==> src/rtl/instr_queue_pkg.sv <==
// Shared fetch/decode definitions: NOP encoding, default widths and the fetch-entry type.
package instr_queue_pkg;

    localparam int unsigned ADDR_W_DEF = 10;
    localparam int unsigned DATA_W_DEF = 32;

    // addi x0, x0, 0
    localparam logic [31:0] NOP_INSTR = 32'h0000_0013;

    typedef struct packed {
        logic [ADDR_W_DEF-1:0] pc;
        logic [DATA_W_DEF-1:0] instr;
    } fetch_entry_t;

endpackage

==> src/rtl/instr_queue_if.sv <==
// Fetch-to-decode instruction queue bus; master drives fetch side and consumer ready, slave is the queue.
interface instr_queue_if
    import instr_queue_pkg::*;
#(
    parameter int unsigned DEPTH  = 4,
    parameter int unsigned ADDR_W = ADDR_W_DEF,
    parameter int unsigned DATA_W = DATA_W_DEF
);

    logic                         in_valid;
    logic                         in_ready;
    logic [ADDR_W-1:0]            in_pc;
    logic [DATA_W-1:0]            in_instr;
    logic                         out_valid;
    logic                         out_ready;
    logic [ADDR_W-1:0]            out_pc;
    logic [DATA_W-1:0]            out_instr;
    logic                         flush;
    logic [$clog2(DEPTH+1)-1:0]   count;

    modport master (
        output in_valid, in_pc, in_instr, out_ready, flush,
        input  in_ready, out_valid, out_pc, out_instr, count
    );

    modport slave (
        input  in_valid, in_pc, in_instr, out_ready, flush,
        output in_ready, out_valid, out_pc, out_instr, count
    );

endinterface

==> src/rtl/instr_queue_mem.sv <==
// DEPTH x WIDTH register array: synchronous write, asynchronous read, synchronous reset to RESET_VAL.
module instr_queue_mem
    import instr_queue_pkg::*;
#(
    parameter int unsigned      DEPTH     = 4,
    parameter int unsigned      WIDTH     = ADDR_W_DEF + DATA_W_DEF,
    parameter logic [WIDTH-1:0] RESET_VAL = '0
) (
    input  logic                     clk,
    input  logic                     reset,
    input  logic                     we,
    input  logic [$clog2(DEPTH)-1:0] waddr,
    input  logic [WIDTH-1:0]         wdata,
    input  logic [$clog2(DEPTH)-1:0] raddr,
    output logic [WIDTH-1:0]         rdata
);

    logic [WIDTH-1:0] mem_q [DEPTH];
    logic [WIDTH-1:0] mem_d [DEPTH];

    always_comb begin
        // NOTE: copy the whole array first so every element has a value on every path and no latch is inferred.
        mem_d = mem_q;
        if (we) begin
            mem_d[waddr] = wdata;
        end
    end

    // NOTE: state uses <= so all flops update together at the edge; always_comb uses = to compute next values.
    always_ff @(posedge clk) begin
        if (reset) begin
            // NOTE: entries are reset explicitly so a freshly reset core reads NOPs, not X, from stale slots.
            for (int unsigned i = 0; i < DEPTH; i++) begin
                mem_q[i] <= RESET_VAL;
            end
        end else begin
            mem_q <= mem_d;
        end
    end

    assign rdata = mem_q[raddr];

endmodule

==> src/rtl/instr_queue.sv <==
// Fetch-to-decode instruction queue: circular buffer with valid/ready handshakes and flush.
// Define INSTR_QUEUE_BYPASS_EN for same-cycle pass-through when the queue is empty.
module instr_queue
    import instr_queue_pkg::*;
#(
    parameter int unsigned DEPTH  = 4,
    parameter int unsigned ADDR_W = ADDR_W_DEF,
    parameter int unsigned DATA_W = DATA_W_DEF
) (
    input logic          clk,
    input logic          reset,
    instr_queue_if.slave q
);

    localparam int unsigned PTR_W = $clog2(DEPTH);
    localparam int unsigned CNT_W = $clog2(DEPTH + 1);
    localparam logic [DATA_W-1:0] NOP = DATA_W'(NOP_INSTR);

    typedef struct packed {
        logic [ADDR_W-1:0] pc;
        logic [DATA_W-1:0] instr;
    } entry_t;

    logic [PTR_W-1:0] wr_ptr_q, wr_ptr_d;
    logic [PTR_W-1:0] rd_ptr_q, rd_ptr_d;
    logic [CNT_W-1:0] count_q, count_d;
    logic             stored_valid, bypass, out_valid, push, pop_stored, write;
    entry_t           wr_entry, rd_entry;

    assign stored_valid = (count_q != '0);
    assign q.in_ready   = (count_q != CNT_W'(DEPTH));
    assign q.count      = count_q;

`ifdef INSTR_QUEUE_BYPASS_EN
    assign bypass = !stored_valid && q.in_valid && !q.flush;
`else
    assign bypass = 1'b0;
`endif

    assign out_valid  = stored_valid || bypass;
    assign push       = q.in_valid && q.in_ready;
    assign pop_stored = stored_valid && q.out_ready;
    // A bypassed entry taken by decode in the same cycle never enters storage.
    assign write      = push && !q.flush && !(bypass && q.out_ready);
    assign wr_entry   = '{pc: q.in_pc, instr: q.in_instr};

    always_comb begin
        wr_ptr_d = wr_ptr_q;
        rd_ptr_d = rd_ptr_q;
        count_d  = count_q;
        if (q.flush) begin
            wr_ptr_d = '0;
            rd_ptr_d = '0;
            count_d  = '0;
        end else begin
            if (write)      wr_ptr_d = wr_ptr_q + PTR_W'(1);
            if (pop_stored) rd_ptr_d = rd_ptr_q + PTR_W'(1);
            count_d = count_q + CNT_W'(write) - CNT_W'(pop_stored);
        end
    end

    always_ff @(posedge clk) begin
        if (reset) begin
            wr_ptr_q <= '0;
            rd_ptr_q <= '0;
            count_q  <= '0;
        end else begin
            wr_ptr_q <= wr_ptr_d;
            rd_ptr_q <= rd_ptr_d;
            count_q  <= count_d;
        end
    end

    always_comb begin
        q.out_valid = out_valid;
        q.out_pc    = '0;
        q.out_instr = NOP;
        if (stored_valid) begin
            q.out_pc    = rd_entry.pc;
            q.out_instr = rd_entry.instr;
        end else if (bypass) begin
            q.out_pc    = q.in_pc;
            q.out_instr = q.in_instr;
        end
    end

    instr_queue_mem #(
        .DEPTH     (DEPTH),
        .WIDTH     (ADDR_W + DATA_W),
        .RESET_VAL ({{ADDR_W{1'b0}}, NOP})
    ) u_mem (
        .clk   (clk),
        .reset (reset),
        .we    (write),
        .waddr (wr_ptr_q),
        .wdata (wr_entry),
        .raddr (rd_ptr_q),
        .rdata (rd_entry)
    );

endmodule
==> src/flat_wrapper.sv <==
// flat-port wrapper written by rule: the top's interface ports become plain ports
module instr_queue_flat import instr_queue_pkg::*;
#(
    parameter int unsigned DEPTH  = 4,
    parameter int unsigned ADDR_W = ADDR_W_DEF,
    parameter int unsigned DATA_W = DATA_W_DEF
)
  (clk, reset, q_in_valid, q_in_pc, q_in_instr, q_out_ready, q_flush, q_in_ready, q_out_valid, q_out_pc, q_out_instr, q_count);
  instr_queue_if #(.DEPTH(DEPTH), .ADDR_W(ADDR_W), .DATA_W(DATA_W)) q_i ();
  input logic clk;
  input logic reset;
  input wire logic [$bits(q_i.in_valid)-1:0] q_in_valid;
  input wire logic [$bits(q_i.in_pc)-1:0] q_in_pc;
  input wire logic [$bits(q_i.in_instr)-1:0] q_in_instr;
  input wire logic [$bits(q_i.out_ready)-1:0] q_out_ready;
  input wire logic [$bits(q_i.flush)-1:0] q_flush;
  output wire logic [$bits(q_i.in_ready)-1:0] q_in_ready;
  output wire logic [$bits(q_i.out_valid)-1:0] q_out_valid;
  output wire logic [$bits(q_i.out_pc)-1:0] q_out_pc;
  output wire logic [$bits(q_i.out_instr)-1:0] q_out_instr;
  output wire logic [$bits(q_i.count)-1:0] q_count;
  assign q_i.in_valid = q_in_valid;
  assign q_i.in_pc = q_in_pc;
  assign q_i.in_instr = q_in_instr;
  assign q_i.out_ready = q_out_ready;
  assign q_i.flush = q_flush;
  assign q_in_ready = q_i.in_ready;
  assign q_out_valid = q_i.out_valid;
  assign q_out_pc = q_i.out_pc;
  assign q_out_instr = q_i.out_instr;
  assign q_count = q_i.count;
  instr_queue #(.DEPTH(DEPTH), .ADDR_W(ADDR_W), .DATA_W(DATA_W)) u_core (.clk(clk), .reset(reset), .q(q_i));
endmodule
==> config.mk <==
export PLATFORM = sky130hd
export DESIGN_NAME = instr_queue_flat
export DESIGN_NICKNAME = d
export VERILOG_FILES = /design/src/rtl/instr_queue_pkg.sv /design/src/rtl/instr_queue_if.sv /design/src/rtl/instr_queue_mem.sv /design/src/rtl/instr_queue.sv /design/src/flat_wrapper.sv
export SDC_FILE = /design/constraint.sdc
export NUM_CORES = 1
export LEC_CHECK = 0
export BUFFER_PORTS_ARGS = -buffer_cell sky130_fd_sc_hd__buf_2
export CORE_MARGIN = 3
export CORE_UTILIZATION = 40
export CTS_CLUSTER_SIZE = 8
export DETAILED_ROUTE_END_ITERATION = 8
export HOLD_SLACK_MARGIN = 0.12
export PLACE_DENSITY = 0.58
export SLEW_MARGIN = 5
export SYNTH_ARGS = -nofsm -noshare
export SYNTH_HDL_FRONTEND = slang
export SYNTH_SLANG_ARGS = --single-unit
==> constraint.sdc <==
create_clock -name clk -period 2.2 [get_ports clk]
set_input_delay 0.11 -clock clk [delete_from_list [all_inputs] [get_ports clk]]
set_output_delay 0.11 -clock clk [all_outputs]
set_load 0.01 [all_outputs]
-- Yosys cells after proc, flatten, opt, wreduce, memory -nomap -nowiden
Cells that the tools add are included.
Widths: inputs -> output; s select.
- $add $sub $neg: 4
- $lt $le $gt $ge: 3
- equality and inequality tests: 1
- multiplexer cells: 8
- bitwise gates (word level): 2
- reduce and logical (&&, ||, !) cells: 7
- operators by type and width (operator ; number):
    $bwmux 168 ; 1
    $mux 42 ; 3
    $bmux 42 s2 ; 1
    $demux 42 s2 ; 1
    $mux 32 ; 1
    $mux 10 ; 1
    $ge 3x3->1 const B ; 2
    $not 2->3 ; 2
    $add 2x1->2 const B ; 2
    $logic_and 1x1->1 ; 4
    $add 3x1->3 ; 1
    $lt 3x1->1 const B ; 1
    $ne 3x3->1 const B ; 1
    $reduce_bool 3->1 ; 1
    $sub 3x1->3 ; 1
    $reduce_or 2->1 ; 1
    $logic_not 1->1 ; 1
- register bits: 175
- output and inout bits: 47
- logic and storage cells: 32

-- Logic depth before layout (Yosys ltp)
Gate-level depths: netlist (run 1).
- depth after elaboration: 6
- gate-level depth with buffers: 10

-- Hierarchy
From an unflattened synthesis (run 1), not the netlist that was laid out.
- cell total of the unflattened synthesis: 730
- area total of the unflattened synthesis: 8408.1 um^2
- by module, submodules not included (module ; instances ; cells an instance ; area each (um^2) ; seq. area each (um^2)):
    instr_queue_mem ; 1 ; 646 ; 7742.4 ; 3363.2
    instr_queue ; 1 ; 84 ; 665.6 ; 140.1

-- Worst setup path after synthesis (run 1)
No wires, ideal clock.
- kind: register -> register
- from: reg u_core.count_q[1], in the netlist u_core.q.count[1]
- to: reg u_core.count_q[2], in the netlist u_core.q.count[2]
- library setup time: 0.115 ns
- arrival: 2.270 ns
- data required time: 2.085 ns
- path slack: -0.185 ns
- cell stages (with the launch flop): 11
- buffers on the path: 0
- cell sequence: dfxtp_1 nor3_1 nor2b_1 ha_1 inv_1 ha_1 inv_1 fa_1 xnor2_1 xnor2_1 and2_1
- RTL lines (item ; line ; RTL):
    from (decl) ; instr_queue.sv:26 ; logic [CNT_W-1:0] count_q, count_d;
    from (signal assigned) ; instr_queue.sv:70 ; count_q <= count_d;
    $reduce_bool 3->1 ; instr_queue.sv:30 ; assign stored_valid = (count_q != '0);
    $logic_and 1x1->1 ; instr_queue.sv:42 ; assign pop_stored = stored_valid && q.out_ready;
    named net u_core.pop_stored ; instr_queue.sv:27 ; logic stored_valid, bypass, out_valid, push, pop_stored, write;
    $sub 3x1->3 ; instr_queue.sv:58 ; count_d = count_q + CNT_W'(write) - CNT_W'(pop_stored);
The timed path passes the listed nets, and every way through them passes these cells.
A chain may end at the register's enable or synchronous reset.

-- Worst setup path in the final report (run 1)
- from: reg u_core.rd_ptr_q[1]
- to: out q_out_instr[9]
- longest elaborated chain between the ends: 5
- RTL lines (item ; line ; RTL):
    from (decl) ; instr_queue.sv:25 ; logic [PTR_W-1:0] rd_ptr_q, rd_ptr_d;
    from (signal assigned) ; instr_queue.sv:69 ; rd_ptr_q <= rd_ptr_d;
    $not 2->3 (not written as such) ; instr_queue_mem.sv:41 ; assign rdata = mem_q[raddr];
    $bmux 42 s2 ; instr_queue_mem.sv:41 ;
    $mux 42 (not written as such) (2 in a row) ; instr_queue_mem.sv:41 ;
    $mux 32 ; instr_queue.sv:78 ; if (stored_valid) begin
    to (decl) ; flat_wrapper.sv:20 ; output wire logic [$bits(q_i.out_instr)-1:0] q_out_instr;
Every way passes these cells. The select of a mux whose other input is x is not followed.

==> metrics.csv, run 1 <==
stage,metric,value,unit
setup_path,CP cell instances,buf_4 -> mux4_2 -> nor2b_1 -> buf_2,
floorplanning,Initial Utilization,41.0,%
cells_and_area,Layout area overhead,21.3,%
sta,Setup Skew,0.0122,ns
sta,Max Fclk,483,MHz
sta,worst setup margin,0.129,ns
global_route,Overflow after GRT,0,
global_route,gr usage total,16.8,%
synth,Yosys reg bits,175,
cells_and_area,# diodes,0,
place,Place WS,0.133,ns
sta,setup TNS,0,ns
power,Clock Power Share,44.4,%
synth,Yosys cell types,32,
power,Max VDD drop,0.000442,V
synth,ranking of synthesized cells by area,"dfxtp_1, mux2i_1, nand2b_1",
cts,Post-CTS Setup Inserts,0,
cells_and_area,final net count,908,
floorplanning,full die area,22700,um^2
cells_and_area,total of fill cells in the finished design,1807,
setup_path,Crit path arrival time,1.96,ns
sta,worst slew pin tran,0.768,ns
power,sequential power share,46.3,%
synth,top cell type's share of synthesized area,41.9,%
floorplanning,core region area,20400,um^2
global_route,vias in the first global route,5935,
setup_path,slowest library cell on the worst path,mux4_2,
routing,Detailed Route WL,18.4,mm
setup_path,cell family with most CP delay,multiplexers,
setup_path,CP Buf/Inv Count,2,
synth,yosys synthesis warning count,0,
place,post-DP HPWL,11.3,mm
cts,clk slew on worst S/H paths,0.07,ns
cts,"Clk Latency, worst-skew pair",0.42,ns
power,PD cells,696,nW/um^2
synth,Syn Inst Count,736,
place,Post-DP Area,9060,um^2
sta,Final Max Tran Viols,0,
floorplanning,# IOs,94,
power,cell internal pwr,0.00542,W
cts,Clock Sinks,175,
cts,deepest clock path buffer count,2,
synth,sequential-to-total area share from yosys stat,41.9,%
floorplanning,Die Wd,151,um
floorplanning,# rows,52,
cts,H-tree depth,4,
setup_path,WP data required,2.09,ns
outcome,run status,finished clean,
place,gpl congestion,0.722,
setup_path,critical path class,reg -> out,
cts,CTS buffer count,17,
floorplanning,Die Y,151,um
routing,wire per inst,16.2,um
sta,worst rel slew slack,48.8,%
global_route,initial antenna violation count,0,
synth,Yosys top cell by area,dfxtp_1,
sta,fin crit period,2.07,ns
place,port buffer count,93,
global_route,first-pass GRT wire length,30.1,mm
routing,drt drc,0,
sta,final setup fails,0,
synth,Mapped Nets,790,
setup_path,startpoint types,flip-flop,
routing,initial DRC count,194,
global_route,largest net degree at the start of global routing,200,
sta,period utilization,94.2,%
power,switching share of total power,23.2,%
setup_path,Slowest Stage Delay on Critical Path,0.53,ns
cells_and_area,share of layout cells above drive strength 1,22.7,%
flow_run,Max-cap violations,0,
routing,vias per cell,4.92,
power,P_sw,0.00164,W
setup_path,maximum net fanout on the critical path,16,
routing,first drt pass iteration count,4,
sta,RSZ-0062 raised after global routing,no,
routing,DR vias,5592,
cts,clk root buf,clkbuf_16,
cts,CTS tree,built,
cells_and_area,Finished Cell Area,10100,um^2
sta,Final Hold Viols,0,
synth,Mapped Area,8360,um^2
routing,Post-DRT Antenna Nets,0,
hold_path,Hold WC Path Type,reg -> reg,
power,Comb power frac,9.3,%
setup_path,Critical Path Sink Type,output port,
synth,"Avg Cell Area, Syn",11.4,um^2
power,Leak Pwr,4.50,nW
[power by group through the flow]
stage	Sequential [W]	Clock, W	Combinational (W)
after floorplan	0.00333	0	0.000423
after global placement	0.00333	0	0.000589
after detailed placement	0.00334	0	0.000604
after CTS	0.00326	0.00321	0.000668
after global routing	0.00327	0.00334	0.000721
final	0.00327	0.00314	0.000659
[per-layer routing]
layer	part of all wire [%]	vias to the layer above	GRT usage, %	routed length [um]
met5	0	-	0	0
met4	1.4	0	5.44	253
met3	2.9	20	3.01	542
met2	47	84	28.1	8620
met1	49	2745	22.1	9030
li1	-	2743	-	-
[sequential cells by signal, summed over array words and instances, names as in the netlist]
register            flops
u_core.u_mem.mem_q    168
u_core.q.count          3
u_core.rd_ptr_q         2
u_core.wr_ptr_q         2
[area by class of cell]
class / instances / area, um^2 / area share (%)
tap: 270 / 338 / 3.33
timing repair buffer: 154 / 1140 / 11.3
inverter: 7 / 26.3 / 0.259
clock inverter: 12 / 156 / 1.54
clock buffer: 20 / 457 / 4.50
multi-input combinational: 499 / 4510 / 44.5
sequential: 175 / 3510 / 34.6
[logic make-up (layout without fill, tap and decap cells)]
logic type / count (synthesis) / in the layout / share of synthesized area (%)
simple gates: 274 / 274 / 20.3
buf+inv: 62 / 193 / 4.51
xor+xnor: 3 / 3 / 0.314
fa+ha+maj: 7 / 7 / 1.14
compound gates: 5 / 5 / 0.374
mux: 210 / 210 / 31.4
flops: 175 / 175 / 41.9
[synth_stat cells]
cell type	number
dfxtp_1	175
nor2b_1	33
and3_2	1
nand2b_1	196
buf_2	7
inv_1	6
buf_4	13
a21boi_0	1
fa_1	1
buf_12	3
ha_1	6
or2_2	3
buf_6	5
nor3_1	3
and3_4	1
mux4_2	42
o21ai_0	3
nor3b_2	1
clkbuf_1	27
nand3_1	2
nor2_1	17
nand4_1	1
or4bb_1	1
nand2_1	2
and2b_1	8
and2_1	2
o311ai_0	1
xor2_1	1
nand3_2	3
xnor2_1	2
inv_2	1
mux2i_1	168
[through the flow]
step | total power [W] | utilization, % | hold WS [ns] | std cells
after floorplan | 0.00375 | - | 0.188 | 736
after global placement | 0.00392 | 44.5 | 0.352 | 1059
after detailed placement | 0.00394 | 44.5 | 0.372 | 1059
after CTS | 0.00714 | 49.8 | 0.448 | 1137
after global routing | 0.00733 | 49.8 | 0.489 | 1137
final | 0.00706 | 49.8 | 0.473 | 1137
[worst reg2reg max path, delay by kind of cell, from the launching register on]
| kind | cells | cell delay [ns] |
|---|---|---|
| xor gates and xnor gates | 2 | 0.27 |
| adders and majority gates | 3 | 0.77 |
| buffers and inverters | 2 | 0.11 |
| DFF | 1 | 0.36 |
| and+or+nand+nor | 3 | 0.43 |
[placed cells by master, fill, tap and decap left out, types with 6 or more instances in the layout]
| cell | count |
|---|---|
| clkbuf_16 | 17 |
| ha_1 | 6 |
| mux2i_1 | 168 |
| dlygate4sd3_1 | 46 |
| dfxtp_1 | 171 |
| nand2b_1 | 196 |
| nor2_1 | 17 |
| inv_1 | 6 |
| buf_4 | 8 |
| nor2b_1 | 33 |
| buf_12 | 8 |
| mux4_2 | 42 |
| and2b_1 | 8 |
| buf_2 | 92 |
[path summary, 6_finish.rpt]
check,start,end,slack [ns],depth (start not counted)
max,u_core.rd_ptr_q[1],q_out_instr[9],0.13,4
min,u_core.u_mem.mem_q[98],u_core.u_mem.mem_q[98],0.47,2
max reg2reg,u_core.q.count[2],u_core.q.count[2],0.17,10
min reg2reg,u_core.u_mem.mem_q[98],u_core.u_mem.mem_q[98],0.47,2
[timing repair]
action | in CTS | in global routing
pin swaps | 0 | 0
hold buffers | 46 | 0
setup endpoints to repair | 15 | 1
hold endpoints to repair | 173 | 0
gates cloned | 0 | 0
gates resized for setup | 1 | 2
Note: power is estimated with default switching activity, not from simulation.
==> run 2, diff against run 1 <==
--- a/config.mk
+++ b/config.mk
@@ -6,12 +6,10 @@
 export NUM_CORES = 1
 export LEC_CHECK = 0
 export BUFFER_PORTS_ARGS = -buffer_cell sky130_fd_sc_hd__buf_2
-export CORE_MARGIN = 3
 export CORE_UTILIZATION = 40
 export CTS_CLUSTER_SIZE = 8
 export DETAILED_ROUTE_END_ITERATION = 8
 export HOLD_SLACK_MARGIN = 0.12
-export PLACE_DENSITY = 0.58
 export SLEW_MARGIN = 5
 export SYNTH_ARGS = -nofsm -noshare
 export SYNTH_HDL_FRONTEND = slang
==> metrics.csv, run 2 (synthesis results as in run 1) <==
stage,metric,value,unit,change
setup_path,maximum net fanout on the critical path,23,,+7
place,port buffer count,93,,unchanged
sta,WHS,0.337,ns,-0.135 ns
sta,Setup Skew,0.00957,ns,-0.00260 ns
sta,Max Fclk,470,MHz,-2.6%
setup_path,cell family with most CP delay,multiplexers,,
global_route,largest net degree at the start of global routing,74,,-63%
floorplanning,Initial Utilization,41.0,%,unchanged
cells_and_area,"Most flops, register",u_core.u_mem.mem_q,,
setup_path,Reg-to-Reg Start,u_core.q.count[2],,
cts,CTS tree,built,,
sta,worst slew pin tran,0.744,ns,-0.0242 ns
floorplanning,core region area,20400,um^2,unchanged
power,PD cells,687,nW/um^2,-1.3%
setup_path,Slowest Stage Delay on Critical Path,0.51,ns,-0.02 ns
setup_path,startpoint types,flip-flop,,
setup_path,R2R depth,10,,unchanged
cells_and_area,Multi-input gate area,4510,um^2,unchanged
flow_run,Max-cap violations,0,,unchanged
place,gpl congestion,0.724,,+0.36%
global_route,gr usage total,18.6,%,+1.8 points
place,Place WS,0.114,ns,-0.0188 ns
cells_and_area,register area,3510,um^2,unchanged
setup_path,worst r2r dst,u_core.q.count[2],,
setup_path,slowest library cell on the worst path,mux4_2,,
setup_path,WP data required,2.09,ns,about the same
cells_and_area,"most common cell after layout, fill and taps aside",nand2b_1,,
hold_path,hold wc startpoint,reset,,
sta,fin crit period,2.13,ns,+0.0562 ns
routing,initial DRC count,244,,+26%
global_route,first-pass GRT wire length,31.6,mm,+5.0%
floorplanning,Die Wd,147,um,-2.7%
setup_path,slack of the worst reg-to-reg path,0.16,ns,about the same
global_route,Overflow after GRT,0,,unchanged
hold_path,Hold WC Path Type,in -> reg,,
sta,final setup fails,0,,unchanged
routing,DR vias,5670,,+1.4%
sta,setup TNS,0,ns,unchanged
floorplanning,# rows,52,,unchanged
sta,period utilization,96.7,%,+2.6 points
routing,Detailed Route WL,18.9,mm,+2.6%
routing,vias per cell,4.97,,+1.0%
cts,deepest clock path buffer count,2,,unchanged
sta,worst setup margin,0.0723,ns,-0.0562 ns
cells_and_area,max reg flops,168,,unchanged
setup_path,CP Buf/Inv Count,2,,unchanged
setup_path,CP cell instances,buf_16 -> mux4_2 -> nor2b_1 -> buf_2,,
setup_path,critical path class,reg -> out,,
routing,wire per inst,16.6,um,+2.3%
routing,drt drc,0,,unchanged
cells_and_area,Layout area overhead,21.7,%,
outcome,run status,finished clean,,
cts,Clock Sinks,175,,unchanged
cts,CTS buffer count,17,,unchanged
power,Max VDD drop,0.000447,V,+1.1%
floorplanning,full die area,21500,um^2,-5.2%
floorplanning,Die Y,147,um,-2.7%
sta,worst rel slew slack,50.4,%,+1.6 points
cts,clk root buf,clkbuf_16,,
cells_and_area,most frequent cells in the layout,"nand2b_1, dfxtp_1, mux2i_1",,
floorplanning,# IOs,94,,unchanged
power,Leak Pwr,4.53,nW,+0.54%
cts,H-tree depth,4,,unchanged
cells_and_area,# diodes,0,,unchanged
routing,first drt pass iteration count,6,,+2
global_route,vias in the first global route,6183,,+4.2%
cells_and_area,share of layout cells above drive strength 1,23.3,%,+0.58 points
setup_path,Critical Path Sink Type,output port,,
setup_path,Crit path arrival time,2.02,ns,+0.06 ns
hold_path,Min-Delay Endpoint,u_core.u_mem.mem_q[57],,
cells_and_area,final net count,913,,+0.55%
place,post-DP HPWL,11.6,mm,+2.8%
sta,Final Max Tran Viols,0,,unchanged
sta,Final Hold Viols,0,,unchanged
cts,clk slew on worst S/H paths,0.07,ns,about the same
global_route,initial antenna violation count,0,,unchanged
routing,Post-DRT Antenna Nets,0,,unchanged
cts,"Clk Latency, worst-skew pair",0.42,ns,about the same
cells_and_area,total of fill cells in the finished design,1835,,+1.5%
sta,RSZ-0062 raised after global routing,no,,
hold_path,Hold Crit Depth,3,,+1
[run 2: power by group]
group	internal, W	switching [W]	leakage (nW)
clock	0.00173	0.00134	0.288
combinational	0.000336	0.000327	2.82
sequential	0.00322	0.0000408	1.42
[run 2: repair_timing]
action,in CTS,in global routing
endpoints found under the setup margin,10,15
hold buffers,45,0
resized for setup,1,3
pin swaps,0,0
buffers inserted,0,6
endpoints found under the hold margin,173,0
[run 2: stage by stage]
step           utilization [%]  cells  power (W)  area [um^2]
3_3_place_gp              44.6   1059    0.00392         9080
6_report                  50.0   1141    0.00699        10200
4_1_cts                   49.7   1135    0.00707        10100
3_5_place_dp              44.6   1059    0.00395         9080
2_1_floorplan                -    736    0.00375         8370
5_1_grt                   50.0   1141    0.00726        10200
[run 2: cell type report]
type	count	area share [%]
clock buffers	18	4.32
clock inverters	13	1.49
inverters	7	0.258
multi-input cells	499	44.3
flip-flops and latches	175	34.5
well taps	270	3.32
repair buffers	159	11.8
[run 2: worst max-delay path by stage]
stage | cells after the start | from | end | slack (ns)
final | 4 | u_core.rd_ptr_q[1] | q_out_pc[0] | 0.07
after global routing | 4 | u_core.rd_ptr_q[1] | q_out_instr[8] | 0.0006
after CTS | 4 | u_core.rd_ptr_q[1] | q_out_instr[10] | -0.01
after detailed placement | 10 | u_core.q.count[2] | u_core.q.count[2] | 0.11
after global placement | 10 | u_core.q.count[2] | u_core.q.count[2] | 0.21
after floorplan | 10 | u_core.q.count[1] | u_core.q.count[2] | 0.05
[run 2: tightest hold or removal path, delay by kind of cell]
kind | cells | cell delay [ns]
muxes | 1 | 0.11
buffers and inverters | 1 | 0.27
and+or+nand+nor | 1 | 0.22
[run 2: metal layers]
metal	routed length, um	up-vias	share of wire [%]	track usage [%]
li1	-	2754	-	-
met1	8870	2806	47	23.3
met2	9330	93	49	32.3
met3	530	17	2.8	3.62
met4	207	0	1.1	5.47
met5	0	-	0	0
